### src/rtl/fft_frame_scheduler.sv
// Frame scheduler between the 16-tap sample window and the FFT core: snapshots every HOP samples and streams t15..t0.
// Optional DC_REMOVE_EN inserts a MEAN state and streams each sample minus the frame mean, saturated to 10 bits.
module fft_frame_scheduler #(
    parameter int unsigned HOP     = 8,
    parameter int unsigned TIMEOUT = 1024,
    parameter int unsigned CNT_W   = 8
) (
    input  logic             clk,
    input  logic             reset,
    input  logic             enable,
    input  logic             new_t,
    input  logic [255:0]     win_in,
    output logic [9:0]       fft_data,
    output logic             fft_valid,
    input  logic             fft_ready,
    output logic             fft_last,
    input  logic             fft_done,
    output logic             busy,
    output logic [15:0]      frame_cnt,
    output logic [CNT_W-1:0] overrun_cnt,
    output logic             err_timeout
);

    localparam int unsigned TAPS  = 16;
    localparam int unsigned TAP_W = 16;
    localparam int unsigned SMP_W = 10;
    localparam int unsigned HW    = 5;
    localparam int unsigned WW    = $clog2(TIMEOUT + 1);
    localparam logic [HW-1:0] HOP_V = HW'(HOP);

    typedef enum logic [2:0] {IDLE, LOAD, MEAN, SEND, WAIT_DONE} state_t;

    state_t            state;
    logic [HW-1:0]     hop_cnt;
    logic [WW-1:0]     wait_cnt;
    logic [3:0]        idx;
    logic [SMP_W-1:0]  frame [TAPS];
    logic              unused_bits;

    // Only the ten LSBs of each tap carry sample data
    always_comb begin
        unused_bits = 1'b0;
        for (int i = 0; i < TAPS; i++)
            unused_bits = unused_bits ^ (^win_in[i*TAP_W+SMP_W +: TAP_W-SMP_W]);
    end

`ifdef DC_REMOVE_EN
    logic [SMP_W-1:0] mean;
    logic [13:0]      sum_c;

    always_comb begin
        sum_c = 14'd0;
        for (int i = 0; i < TAPS; i++)
            sum_c = sum_c + {{4{frame[i][SMP_W-1]}}, frame[i]};
    end

    function automatic logic [SMP_W-1:0] dc_sat(input logic [SMP_W-1:0] s, input logic [SMP_W-1:0] m);
        logic signed [SMP_W:0] d;
        d = $signed({s[SMP_W-1], s}) - $signed({m[SMP_W-1], m});
        if (d > 11'sd511)
            return 10'h1FF;
        else if (d < -11'sd512)
            return 10'h200;
        else
            return d[SMP_W-1:0];
    endfunction

    function automatic logic [SMP_W-1:0] sample_at(input logic [3:0] i, input logic [SMP_W-1:0] m);
        return dc_sat(frame[i], m);
    endfunction
`else
    function automatic logic [SMP_W-1:0] sample_at(input logic [3:0] i);
        return frame[i];
    endfunction
`endif

    always_ff @(posedge clk) begin
        if (!reset) begin
            state       <= IDLE;
            hop_cnt     <= '0;
            wait_cnt    <= '0;
            idx         <= '0;
            fft_data    <= '0;
            fft_valid   <= 1'b0;
            fft_last    <= 1'b0;
            busy        <= 1'b0;
            frame_cnt   <= '0;
            overrun_cnt <= '0;
            err_timeout <= 1'b0;
            for (int i = 0; i < TAPS; i++) frame[i] <= '0;
`ifdef DC_REMOVE_EN
            mean        <= '0;
`endif
        end else begin
            err_timeout <= 1'b0;

            // Hop counter restarts on frame start, keeping a coincident sample
            if (!enable)
                hop_cnt <= '0;
            else if (state == IDLE && hop_cnt == HOP_V)
                hop_cnt <= new_t ? HW'(1) : '0;
            else if (new_t && hop_cnt != HOP_V)
                hop_cnt <= hop_cnt + HW'(1);

            if (new_t && hop_cnt == HOP_V && state != IDLE && overrun_cnt != '1)
                overrun_cnt <= overrun_cnt + CNT_W'(1);

            case (state)
                IDLE: begin
                    if (enable && hop_cnt == HOP_V) begin
                        state <= LOAD;
                        busy  <= 1'b1;
                    end
                end
                LOAD: begin
                    for (int i = 0; i < TAPS; i++) frame[i] <= win_in[i*TAP_W +: SMP_W];
                    idx <= 4'd15;
`ifdef DC_REMOVE_EN
                    state <= MEAN;
`else
                    state     <= SEND;
                    fft_valid <= 1'b1;
                    fft_last  <= 1'b0;
                    fft_data  <= win_in[15*TAP_W +: SMP_W];
`endif
                end
`ifdef DC_REMOVE_EN
                MEAN: begin
                    mean      <= sum_c[13:4];
                    fft_data  <= sample_at(4'd15, sum_c[13:4]);
                    fft_valid <= 1'b1;
                    fft_last  <= 1'b0;
                    state     <= SEND;
                end
`endif
                SEND: begin
                    if (fft_ready) begin
                        if (idx == 4'd0) begin
                            fft_valid <= 1'b0;
                            fft_last  <= 1'b0;
                            wait_cnt  <= '0;
                            state     <= WAIT_DONE;
                        end else begin
                            idx      <= idx - 4'd1;
                            fft_last <= (idx == 4'd1);
`ifdef DC_REMOVE_EN
                            fft_data <= sample_at(idx - 4'd1, mean);
`else
                            fft_data <= sample_at(idx - 4'd1);
`endif
                        end
                    end
                end
                WAIT_DONE: begin
                    if (fft_done) begin
                        frame_cnt <= frame_cnt + 16'd1;
                        state     <= IDLE;
                        busy      <= 1'b0;
                    end else if (wait_cnt == WW'(TIMEOUT - 1)) begin
                        err_timeout <= 1'b1;
                        state       <= IDLE;
                        busy        <= 1'b0;
                    end else begin
                        wait_cnt <= wait_cnt + WW'(1);
                    end
                end
                default: begin
                    state <= IDLE;
                    busy  <= 1'b0;
                end
            endcase
        end
    end

endmodule

### config.mk
export PLATFORM = sky130hd
export DESIGN_NAME = fft_frame_scheduler
export DESIGN_NICKNAME = d
export VERILOG_FILES = /design/src/rtl/fft_frame_scheduler.sv
export SDC_FILE = /design/constraint.sdc
export NUM_CORES = 1
export LEC_CHECK = 0
export CORE_MARGIN = 1.5
export CORE_UTILIZATION = 48
export DETAILED_ROUTE_END_ITERATION = 10
export PLACE_DENSITY = 0.86
export SLEW_MARGIN = 20
export SYNTH_ARGS = -nofsm -noshare
export SYNTH_HDL_FRONTEND = slang
export SYNTH_SLANG_ARGS = --single-unit
### constraint.sdc
create_clock -name clk -period 14.3 [get_ports clk]
set_input_delay 1.43 -clock clk [delete_from_list [all_inputs] [get_ports clk]]
set_output_delay 1.43 -clock clk [all_outputs]
set_load 0.01 [all_outputs]
==> results.cfg <==
[clocking]
cts_num_sinks = 221
h-tree-depth = 1
clockBufferDepth = 3
root_buffer = clkbuf_16
holdBufCountCts = 0
post_cts_buffers = 0
clk_pin_slew_ps = 60
cts_buffers = 24
post_cts_resized = 0
clkLatencyLatePin_ps = 500
cts_tree = done

[final_layout]
fin_util_pct = 64.3
stdcell_count = 1259
drive_gt1_share_pct = 8.90
fillers = 1539
final_common_cell = clkdlybuf4s50_1
area.growth.synth_to_final_pct = 30.5
nNetsFinal = 1240
multi_input_area_um2 = 3790
seqCellArea_um2 = 6030
layout_common_cells = 202 x clkdlybuf4s50_1, 161 x and2_1, 160 x edfxtp_1
n_antenna_cell = 0

[hold_path]
holdPathStages = 1
min_to = fft_valid
hp-class = reg2reg
min_from = fft_valid

[timing]
min_period_ps = 3980
max-slew-margin-rel_pct = 26.5
finalCritPeriodShare_pct = 27.8
setup_viol_count_final = 0
setup_tns_ps = 0
fin_ws_ps = 10320
clock.fmax_mhz = 251
hold_viol = 0
hold_ws_ps = 456
rsz0062_at_grt = false
tightestPinTransition_ps = 1100
skew_ps = 6.56
drv_slew = 0

[pwr]
p_comb_share_pct = 5.7
p_int_uw = 1160
power.switching_uw = 271
vdd_ir_drop_max_uv = 116
p_leak_uw = 0.00464
clkPwrFrac_pct = 44.3
swShare_pct = 19.0
p_seq_share_pct = 50.1
power.density_nw_per_um2 = 109

[synth]
yosys_warnings = 0
synth_fp_nets = 1054
yosys.area.top_type_share_pct = 47.9
ys_ff_latch = 221
synth.distinct_cells = 55
synthTopCellsByArea = edfxtp_1 48%, dfxtp_1 12%, and2_1 10%
synthArstFlopShare_pct = 0
syn_area_per_cell_um2 = 12.8
synth_edf_count = 160
syn_inst = 785
netlist_area_um2 = 10000
synth-main-ff-cell = edfxtp_1
synth_top_area_cell = edfxtp_1
synth_seq_area_share_pct = 60.1

[routing]
wl_met1_mm = 9.21
met2_length_mm = 11.0
ant_nets = 0
remaining_drc_errors = 0
first_pass_iters = 7
routedWlPerCell_um = 17.8
wl_met3_mm = 1.76
vias_per_cell = 5.39
drt-initial-drc-count = 409
wl_mm = 22.4
vias = 6788
top_layer = met5

[global_route]
grt_start_max_net_pins = 102
grt_pass1_wl_mm = 35.0
grt_antenna_before_repair = 1
grt_pass1_vias = 6634
grt_usage_pct = 20.6
gr-total-overflow = 0

[die]
num_rows = 52
fp.dieH_um = 148
placeableCoreArea_um2 = 20400
dieArea_um2 = 21800
io_pins = 300
die_w_um = 148
initial_core_util_pct = 49.3

[flow_run]
maxCapViolations = 0

[setup_path]
critPathSlowestCell = nor4_2
crit_path_end_kind = register
r2r_end = fft_data[8]
worstReg2RegStart = idx[0]
timing.reg2reg.setup_slack_ps = 10640
crit_fanout = 68
cp-startpoint = reset
path_cells = buf_2 -> buf_4 -> inv_1 -> nor4_2 -> o21ai_0 -> nor3_1 -> a211o_1
cp_data_required_time_ps = 14740
reg2reg_depth = 8
cp-start-kind = input pin
crit_type = in2reg
cp.arrival_ps = 4420
max_stage_delay_ps = 960

[placement]
dp_slack_ps = 9810
dp_cells = 1215
place_congestion = 0.836
numPortBuffers = 203
hpwl_mm = 15.2

[status]
status = finished clean
## flip-flops by register name (all words and copies together) (netlist names)
name,flops
wait_cnt,11
state,3
frame_cnt,16
frame,160
fft_valid,1
hop_cnt,5
fft_last,1
fft_data,10
overrun_cnt,8
busy,1
err_timeout,1
idx,4
## area by class of cell
type	count	share of cell area [%]
Clock buffer	36	5.40
Clock inverter	8	0.879
Inverter	11	0.315
Multi-Input combinational cell	505	29.0
Sequential cell	221	46.1
Tap cell	270	2.58
Timing Repair Buffer	208	15.8
## power by group through the flow
stage                     Sequential (µW)  Combinational, µW  Clock (µW)
after floorplan                       735               26.3           0
after CTS                             714               81.8         642
after global routing                  715               86.7         670
final                                 714               81.2         631
after global placement                726               80.4           0
after detailed placement              728               81.2           0
## per-layer routing
metal | global-route usage [%] | vias up
met2 | 34.6 | 293
met3 | 5.37 | 35
met5 | 0 | -
met4 | 5.40 | 2
met1 | 26.7 | 3220
li1 | - | 3238
## stage by stage
step	area (µm²)	power, µW
4_1_cts	13100	1440
2_1_floorplan	10000	761
3_3_place_gp	12300	807
6_report	13100	1430
3_5_place_dp	12300	809
5_1_grt	13100	1470
## how the worst max path moves through the flow
stage	end	cells past startpoint
2_1_floorplan	frame[0][0]	2
3_3_place_gp	fft_data[1]	7
3_5_place_dp	fft_data[1]	7
4_1_cts	fft_data[1]	7
5_1_grt	fft_data[1]	7
6_report	fft_data[1]	7
## synth_stat cells, types with 3 or more instances
master,number
ha_1,7
buf_2,11
and3_1,5
clkbuf_1,32
o21ai_0,20
inv_1,11
xor2_1,12
mux4_2,30
nor2_1,46
nor4_1,6
or3_1,5
and2_1,161
nand4_1,12
nor3_1,19
nand3_1,31
o2111ai_1,8
xnor2_1,19
mux2i_1,30
nor2b_1,4
nand2_1,22
edfxtp_1,160
dfxtp_1,61
a21oi_1,23
a211o_1,8
a211oi_1,3
## cells by family (layout without fill, tap and decap cells)
family / Yosys count / count (layout) / synth area share, %
XOR/XNOR: 32 / 32 / 2.98
AND/OR/NAND/NOR: 326 / 326 / 18.5
AO/OA/AOI/OAI: 79 / 79 / 5.21
flip-flops: 221 / 221 / 60.1
buffers and inverters: 59 / 263 / 2.49
adder cells (fa/ha/maj): 7 / 7 / 0.873
multiplexers: 61 / 61 / 9.84
## worst max-delay path: cells and delay by family
kind	cells	cell delay, ps
AOI/OAI and AO/OA	2	480
and+or+nand+nor	2	1250
buffers and inverters	3	1210
(Power assumes the default switching activity.)
